==> src/rtl/bus_pkg.sv <==
// Shared defaults, arbiter state type and decode-error read pattern for the bus matrix.
package bus_pkg;

    localparam int N_MASTER_DEF = 4;
    localparam int N_SLAVE_DEF  = 4;
    localparam int AW_DEF       = 8;
    localparam int DW_DEF       = 32;
    localparam int SPAN_W_DEF   = 5;
    localparam int HOLD_MAX_DEF = 8;

    // Hold counter width; HOLD_MAX must stay below 2**HOLD_W.
    localparam int HOLD_W = 8;

    localparam logic [63:0] DECERR_DATA = '1;

    typedef enum logic {
        IDLE = 1'b0,
        OWN  = 1'b1
    } arb_state_e;

endpackage

==> src/rtl/bus_rr_arbiter.sv <==
// Round-robin bus arbiter with a hold limit; last_owner doubles as the current owner while owned.
module bus_rr_arbiter
    import bus_pkg::*;
#(
    parameter int N_MASTER = N_MASTER_DEF,
    parameter int HOLD_MAX = HOLD_MAX_DEF,
    localparam int IW      = $clog2(N_MASTER)
) (
    input  logic                clk,
    input  logic                reset,
    input  logic [N_MASTER-1:0] req_i,
    output logic [N_MASTER-1:0] grant_o,
    output logic                own_o,
    output logic [IW-1:0]       owner_o
);

    localparam logic [HOLD_W-1:0] HOLD_SAT =
        (HOLD_MAX > 0) ? HOLD_W'(HOLD_MAX - 1) : {HOLD_W{1'b1}};

    arb_state_e            state_q, state_d;
    logic [N_MASTER-1:0]   grant_q, grant_d;
    logic [IW-1:0]         last_q, last_d;
    logic [HOLD_W-1:0]     hold_q, hold_d;
    logic [IW:0]           pickAll, pickOthers;
    logic                  holdLimit;

    // Returns {found, index} of the first request strictly after 'last', wrapping.
    function automatic logic [IW:0] rrPick(input logic [N_MASTER-1:0] req,
                                           input logic [IW-1:0] last);
        logic          found;
        logic [IW-1:0] idx;
        int            cand;
        found = 1'b0;
        idx   = '0;
        for (int k = 1; k <= N_MASTER; k++) begin
            cand = (int'(last) + k) % N_MASTER;
            if (!found && req[cand[IW-1:0]]) begin
                found = 1'b1;
                idx   = cand[IW-1:0];
            end
        end
        return {found, idx};
    endfunction

    always_comb begin
        state_d    = state_q;
        last_d     = last_q;
        hold_d     = hold_q;
        grant_d    = '0;
        pickAll    = rrPick(req_i, last_q);
        pickOthers = rrPick(req_i & ~grant_q, last_q);
        holdLimit  = (HOLD_MAX > 0) && (hold_q == HOLD_SAT);
        case (state_q)
            IDLE: begin
                hold_d = '0;
                if (pickAll[IW]) begin
                    state_d = OWN;
                    last_d  = pickAll[IW-1:0];
                end
            end
            OWN: begin
                if (req_i[last_q]) begin
                    if (holdLimit && pickOthers[IW]) begin
                        last_d = pickOthers[IW-1:0];
                        hold_d = '0;
                    end else if (hold_q != HOLD_SAT) begin
                        hold_d = hold_q + 1'b1;
                    end
                end else if (pickOthers[IW]) begin
                    last_d = pickOthers[IW-1:0];
                    hold_d = '0;
                end else begin
                    state_d = IDLE;
                    hold_d  = '0;
                end
            end
            default: begin
                state_d = IDLE;
                hold_d  = '0;
            end
        endcase
        if (state_d == OWN) begin
            grant_d[last_d] = 1'b1;
        end
    end

    always_ff @(posedge clk) begin
        if (reset) begin
            state_q <= IDLE;
            grant_q <= '0;
            hold_q  <= '0;
            last_q  <= IW'(N_MASTER - 1);
        end else begin
            state_q <= state_d;
            grant_q <= grant_d;
            hold_q  <= hold_d;
            last_q  <= last_d;
        end
    end

    assign grant_o = grant_q;
    assign own_o   = (state_q == OWN);
    assign owner_o = last_q;

endmodule

==> src/rtl/bus_matrix.sv <==
// Shared-bus matrix: round-robin master arbitration, owner muxing and slave address decode.
// Define BUS_DECERR_EN to flag unmapped accesses on m_err and return all-ones read data.
module bus_matrix
    import bus_pkg::*;
#(
    parameter int N_MASTER = N_MASTER_DEF,
    parameter int N_SLAVE  = N_SLAVE_DEF,
    parameter int AW       = AW_DEF,
    parameter int DW       = DW_DEF,
    parameter int SPAN_W   = SPAN_W_DEF,
    parameter int HOLD_MAX = HOLD_MAX_DEF
) (
    input  logic                   clk,
    input  logic                   reset,
    input  logic [N_MASTER-1:0]    m_req,
    input  logic [N_MASTER-1:0]    m_wr,
    input  logic [N_MASTER*AW-1:0] m_address,
    input  logic [N_MASTER*DW-1:0] m_dout,
    output logic [N_MASTER-1:0]    m_grant,
    output logic [DW-1:0]          m_din,
    output logic [N_SLAVE-1:0]     s_sel,
    output logic [AW-1:0]          s_address,
    output logic                   s_wr,
    output logic [DW-1:0]          s_din,
    input  logic [N_SLAVE*DW-1:0]  s_dout,
    output logic                   m_err
);

    localparam int IW = $clog2(N_MASTER);
    localparam int SW = AW - SPAN_W;

    logic          own;
    logic [IW-1:0] owner;
    logic [SW-1:0] slaveIdx;
    logic          mapped;

    bus_rr_arbiter #(
        .N_MASTER (N_MASTER),
        .HOLD_MAX (HOLD_MAX)
    ) u_arb (
        .clk     (clk),
        .reset   (reset),
        .req_i   (m_req),
        .grant_o (m_grant),
        .own_o   (own),
        .owner_o (owner)
    );

    always_comb begin
        s_address = '0;
        s_wr      = 1'b0;
        s_din     = '0;
        if (own) begin
            s_address = m_address[owner*AW +: AW];
            s_wr      = m_wr[owner];
            s_din     = m_dout[owner*DW +: DW];
        end
    end

    assign slaveIdx = s_address[AW-1:SPAN_W];
    assign mapped   = own && (int'(slaveIdx) < N_SLAVE);

    // Unmapped accesses select nothing; the error response only exists in the BUS_DECERR_EN build.
    always_comb begin
        s_sel = '0;
        m_din = '0;
        m_err = 1'b0;
        if (mapped) begin
            s_sel[slaveIdx] = 1'b1;
            m_din           = s_dout[slaveIdx*DW +: DW];
        end
`ifdef BUS_DECERR_EN
        else if (own) begin
            m_err = 1'b1;
            m_din = DECERR_DATA[DW-1:0];
        end
`endif
    end

endmodule

==> config.mk <==
export PLATFORM = sky130hd
export DESIGN_NAME = bus_matrix
export DESIGN_NICKNAME = d
export VERILOG_FILES = /design/src/rtl/bus_pkg.sv /design/src/rtl/bus_rr_arbiter.sv /design/src/rtl/bus_matrix.sv
export SDC_FILE = /design/constraint.sdc
export NUM_CORES = 1
export LEC_CHECK = 0
export BUFFER_PORTS_ARGS = -buffer_cell sky130_fd_sc_hd__clkbuf_2
export CAP_MARGIN = 0
export CELL_PAD_IN_SITES_DETAIL_PLACEMENT = 1
export CELL_PAD_IN_SITES_GLOBAL_PLACEMENT = 1
export CORE_AREA = 2 2 147 149
export CTS_CLUSTER_DIAMETER = 50
export DETAILED_ROUTE_END_ITERATION = 8
export DIE_AREA = 0 0 149 151
export PLACE_DENSITY_LB_ADDON = 0.1
export REMOVE_ABC_BUFFERS = 1
export SLEW_MARGIN = 0
export SYNTH_ARGS = -nofsm -noshare
export SYNTH_HDL_FRONTEND = slang
export SYNTH_HIERARCHICAL = 1
export SYNTH_SLANG_ARGS = --single-unit
==> constraint.sdc <==
create_clock -name clk -period 1.98 [get_ports clk]
set_clock_uncertainty 0.05 [all_clocks]
set_input_delay 0.297 -clock clk [delete_from_list [all_inputs] [get_ports clk]]
set_output_delay 0.297 -clock clk [all_outputs]
set_load 0.02 [all_outputs]
==> results.sh <==
export IMPL_status="finished with violations"
export IMPL_failed_checks="negative setup slack"
export IMPL_yosys_top_cells_area="mux4_2, mux2i_1, o22ai_2, dfxtp_1, and2_1"
export IMPL_holdCritPathClass="primary input to register"
export IMPL_setup_viol_count_final=83
export IMPL_ys_types=50
export IMPL_nets=1050
export IMPL_path_max_fanout=23
export IMPL_period_needed_ns=2.51
export IMPL_regToRegStartpoint="u_arb/owner_o[0]"
export IMPL_synth_area_sq_mm=0.00341
export IMPL_slowest_delay_ns=0.73
export IMPL_wirelength_um=23200
export IMPL_cap_violations=0
export IMPL_hold_viol=0
export IMPL_path_delay_family="multiplexers"
export IMPL_routedWlPerCell_um=22.5
export IMPL_cts_root_buffer="clkbuf_16"
export IMPL_overflow=0
export IMPL_area_growth_syn_to_layout_pct=98.4
export IMPL_drtIter0Drc=137
export IMPL_cp_required_ns=1.63
export IMPL_synth_seq_area_share_pct=8.80
export IMPL_grt_pass1_vias=5003
export IMPL_path_class="register to output port"
export IMPL_dr_pass1_iters=4
export IMPL_final_area_sq_mm=0.00677
export IMPL_slew_viol_final=0
export IMPL_gp_congestion=0.889
export IMPL_grt_first_pass_wirelength_um=31700
export IMPL_path_clk_slew_ns=0.05
export IMPL_critPathLaunchType="register"
export IMPL_final_setup_worst_slack_ns=-0.531
export IMPL_hold_start="reset"
export IMPL_synth_edff_count=0
export IMPL_drive_gt1_share_pct=75.7
export IMPL_yosys_warnings=6
export IMPL_synth_common_cells="mux2i_1, mux4_2, and2_1"
export IMPL_via_count=4633
export IMPL_cts_tree="done"
export IMPL_row_count=53
export IMPL_dieArea_sq_mm=0.0225
export IMPL_setup_worst_path_start="u_arb/owner_o[0]"
export IMPL_cts_sinks=15
export IMPL_cp_num_buf_inv=2
export IMPL_synthFlopType="dfxtp_1"
export IMPL_postSynthCellCount=342
export IMPL_design_core_area_sq_mm=0.0208
export IMPL_worst_pin_slew_ns=0.517
export IMPL_clk_latency_ns=0.24
export IMPL_synthArstFlopShare_pct=0
export IMPL_start_util_pct=16.4
export IMPL_drtAntennaViolNets=0
export IMPL_crit_path_end_kind="output port"
export IMPL_yosysTopAreaCell="mux4_2"
export IMPL_clockBufferDepth=2
export IMPL_p_leak_nw=3.42
export IMPL_numCtsBuffers=3
export IMPL_timing_fmax_ghz=0.398
export IMPL_antenna_found_initial=9
export IMPL_min_period_over_period_pct=127
export IMPL_track_usage_pct=18.9
export IMPL_portBuffers=378
export IMPL_relSlewSlack_pct=65.5
export IMPL_crit_slowest_cell="mux4_4"
export IMPL_fin_tns_setup_ns=-30.24
export IMPL_synth_seq_cells=15
export IMPL_hpwl_um=19300
export IMPL_die_x_um=149
export IMPL_yosysTopAreaCellShare_pct=27.7
export IMPL_drc=0
export IMPL_p_per_area_mw_per_mm2=723
export IMPL_ios=380
export IMPL_syn_area_per_cell_sq_um=9.98
export IMPL_grt_max_degree=56
export IMPL_dpl_cell_area_sq_mm=0.00587
export IMPL_worst_ir_drop_vdd_uv=256
export IMPL_worstPathArrival_ns=2.16
export IMPL_rsz0062_at_grt="true"
export IMPL_htreeDepth=1
export IMPL_cp_cell_sequence="mux4_4, buf_16, mux2i_2, o22ai_2, clkbuf_2"
export IMPL_synth_most_common_cell="mux2i_1"
export IMPL_die_h_um=151
export IMPL_vias_per_cell=4.49
-- area by class of cell --
cell class / instances / area [sq um]
Multi-Input combinational cell: 287 / 3060
Timing Repair Buffer: 440 / 2950
Sequential cell: 15 / 307
Antenna cell: 6 / 15.0
Tap cell: 275 / 344
Fill cell: 2528 / 14100
Clock buffer: 4 / 78.8
Inverter: 4 / 15.0
-- worst register-to-register path: stages (launching register included) --
cell and delay [ns]:
dfxtp_4 0.39, buf_4 0.13, buf_12 0.12, mux4_2 0.56
a32oi_2 0.23, nand4_1 0.16, a311oi_2 0.30, buf_4 0.17
nor3b_2 0.17
-- timing repair --
action	CTS	global route
hold buffers	0	0
resized for setup	76	121
setup endpoints to repair	86	90
pin swaps	2	9
gates cloned	4	5
setup buffers	2	7
-- metrics by stage --
step | total power [mW] | std cells | hold WS [ns] | util (%) | setup slack, ns
2_1_floorplan | 2.47 | 306 | 0.319 | - | -2.97
3_3_place_gp | 3.69 | 1004 | 0.440 | 28.2 | -0.405
3_5_place_dp | 3.73 | 1004 | 0.460 | 28.2 | -0.354
4_1_cts | 4.56 | 1014 | 0.333 | 30.6 | -0.561
5_1_grt | 5.18 | 1029 | 0.366 | 32.5 | -0.600
6_report | 4.90 | 1031 | 0.310 | 32.5 | -0.531
-- metal layers --
layer | vias to the layer above | global-route usage [%] | share of wire, %
li1 | 2162 | - | -
met3 | 40 | 7.80 | 9.9
met2 | 193 | 33.4 | 50
met1 | 2234 | 20.5 | 37
met5 | - | 0 | 0.12
met4 | 4 | 6.67 | 2.8
-- flip-flops by register name, indices dropped and copies added (netlist names) --
| signal | cells |
|---|---|
| u_arb/grant_o | 4 |
| u_arb/hold_q | 8 |
| u_arb/own_o | 1 |
| u_arb/owner_o | 2 |
-- layout by cell type, fill, tap and decap left out, types with 2 or more instances in the layout --
master     synthesis  routed
nand2b_1           3       3
o22ai_2           29      30
a211oi_1           2       2
nor2_1            19      17
mux4_2            42      41
nor2_2             1       2
o21ai_0            3       2
xnor2_1            2       2
buf_4              2      64
buf_6              6      11
buf_8              0       2
dfxtp_2            0       2
buf_12             0       6
mux2i_2            0      11
clkbuf_2           0     310
xor2_1             3       3
dfxtp_1           15      12
and2_4             0      13
a311oi_2           1       2
clkbuf_8           0      18
or3_1              2       2
and2_1            41      28
diode_2            0       6
buf_2             12      14
inv_1              4       4
a21oi_1           11       7
nor3b_2            2       3
mux2i_1           65      53
o22ai_1            3       2
nand2_1            9       8
clkbuf_16          0       8
buf_16             0       5
nor2b_1            8       8
nor3_2             0       3
clkbuf_4           0       4
nor3_1            11       8
nand3_1            5       5
a21oi_2            0       4
-- power by group --
group | switching, mW | total, mW | internal [mW]
Sequential | 0.0393 | 0.380 | 0.340
Combinational | 1.95 | 4.12 | 2.17
Clock | 0.127 | 0.400 | 0.273
-- path summary, 6_finish.rpt --
check / to / slack [ns] / cells past startpoint
min: u_arb/hold_q[2] / 0.31 / 2
min reg2reg: u_arb/hold_q[7] / 0.48 / 2
max: m_din[1] / -0.53 / 5
max reg2reg: u_arb/grant_o[3] / -0.38 / 8
-- cells by family (layout without fill, tap and decap cells) --
family / Yosys count / in the layout / share of synthesized area [%]
AND/OR/NAND/NOR: 112 / 112 / 18.9
multiplexers: 107 / 107 / 46.8
AO/OA/AOI/OAI: 61 / 61 / 17.4
buffers and inverters: 40 / 448 / 6.38
flip-flops: 15 / 15 / 8.80
XOR/XNOR: 5 / 5 / 1.28
adder cells (fa/ha/maj): 1 / 1 / 0.367
other: 1 / 7 / 0.110
(Power assumes the default switching activity.)
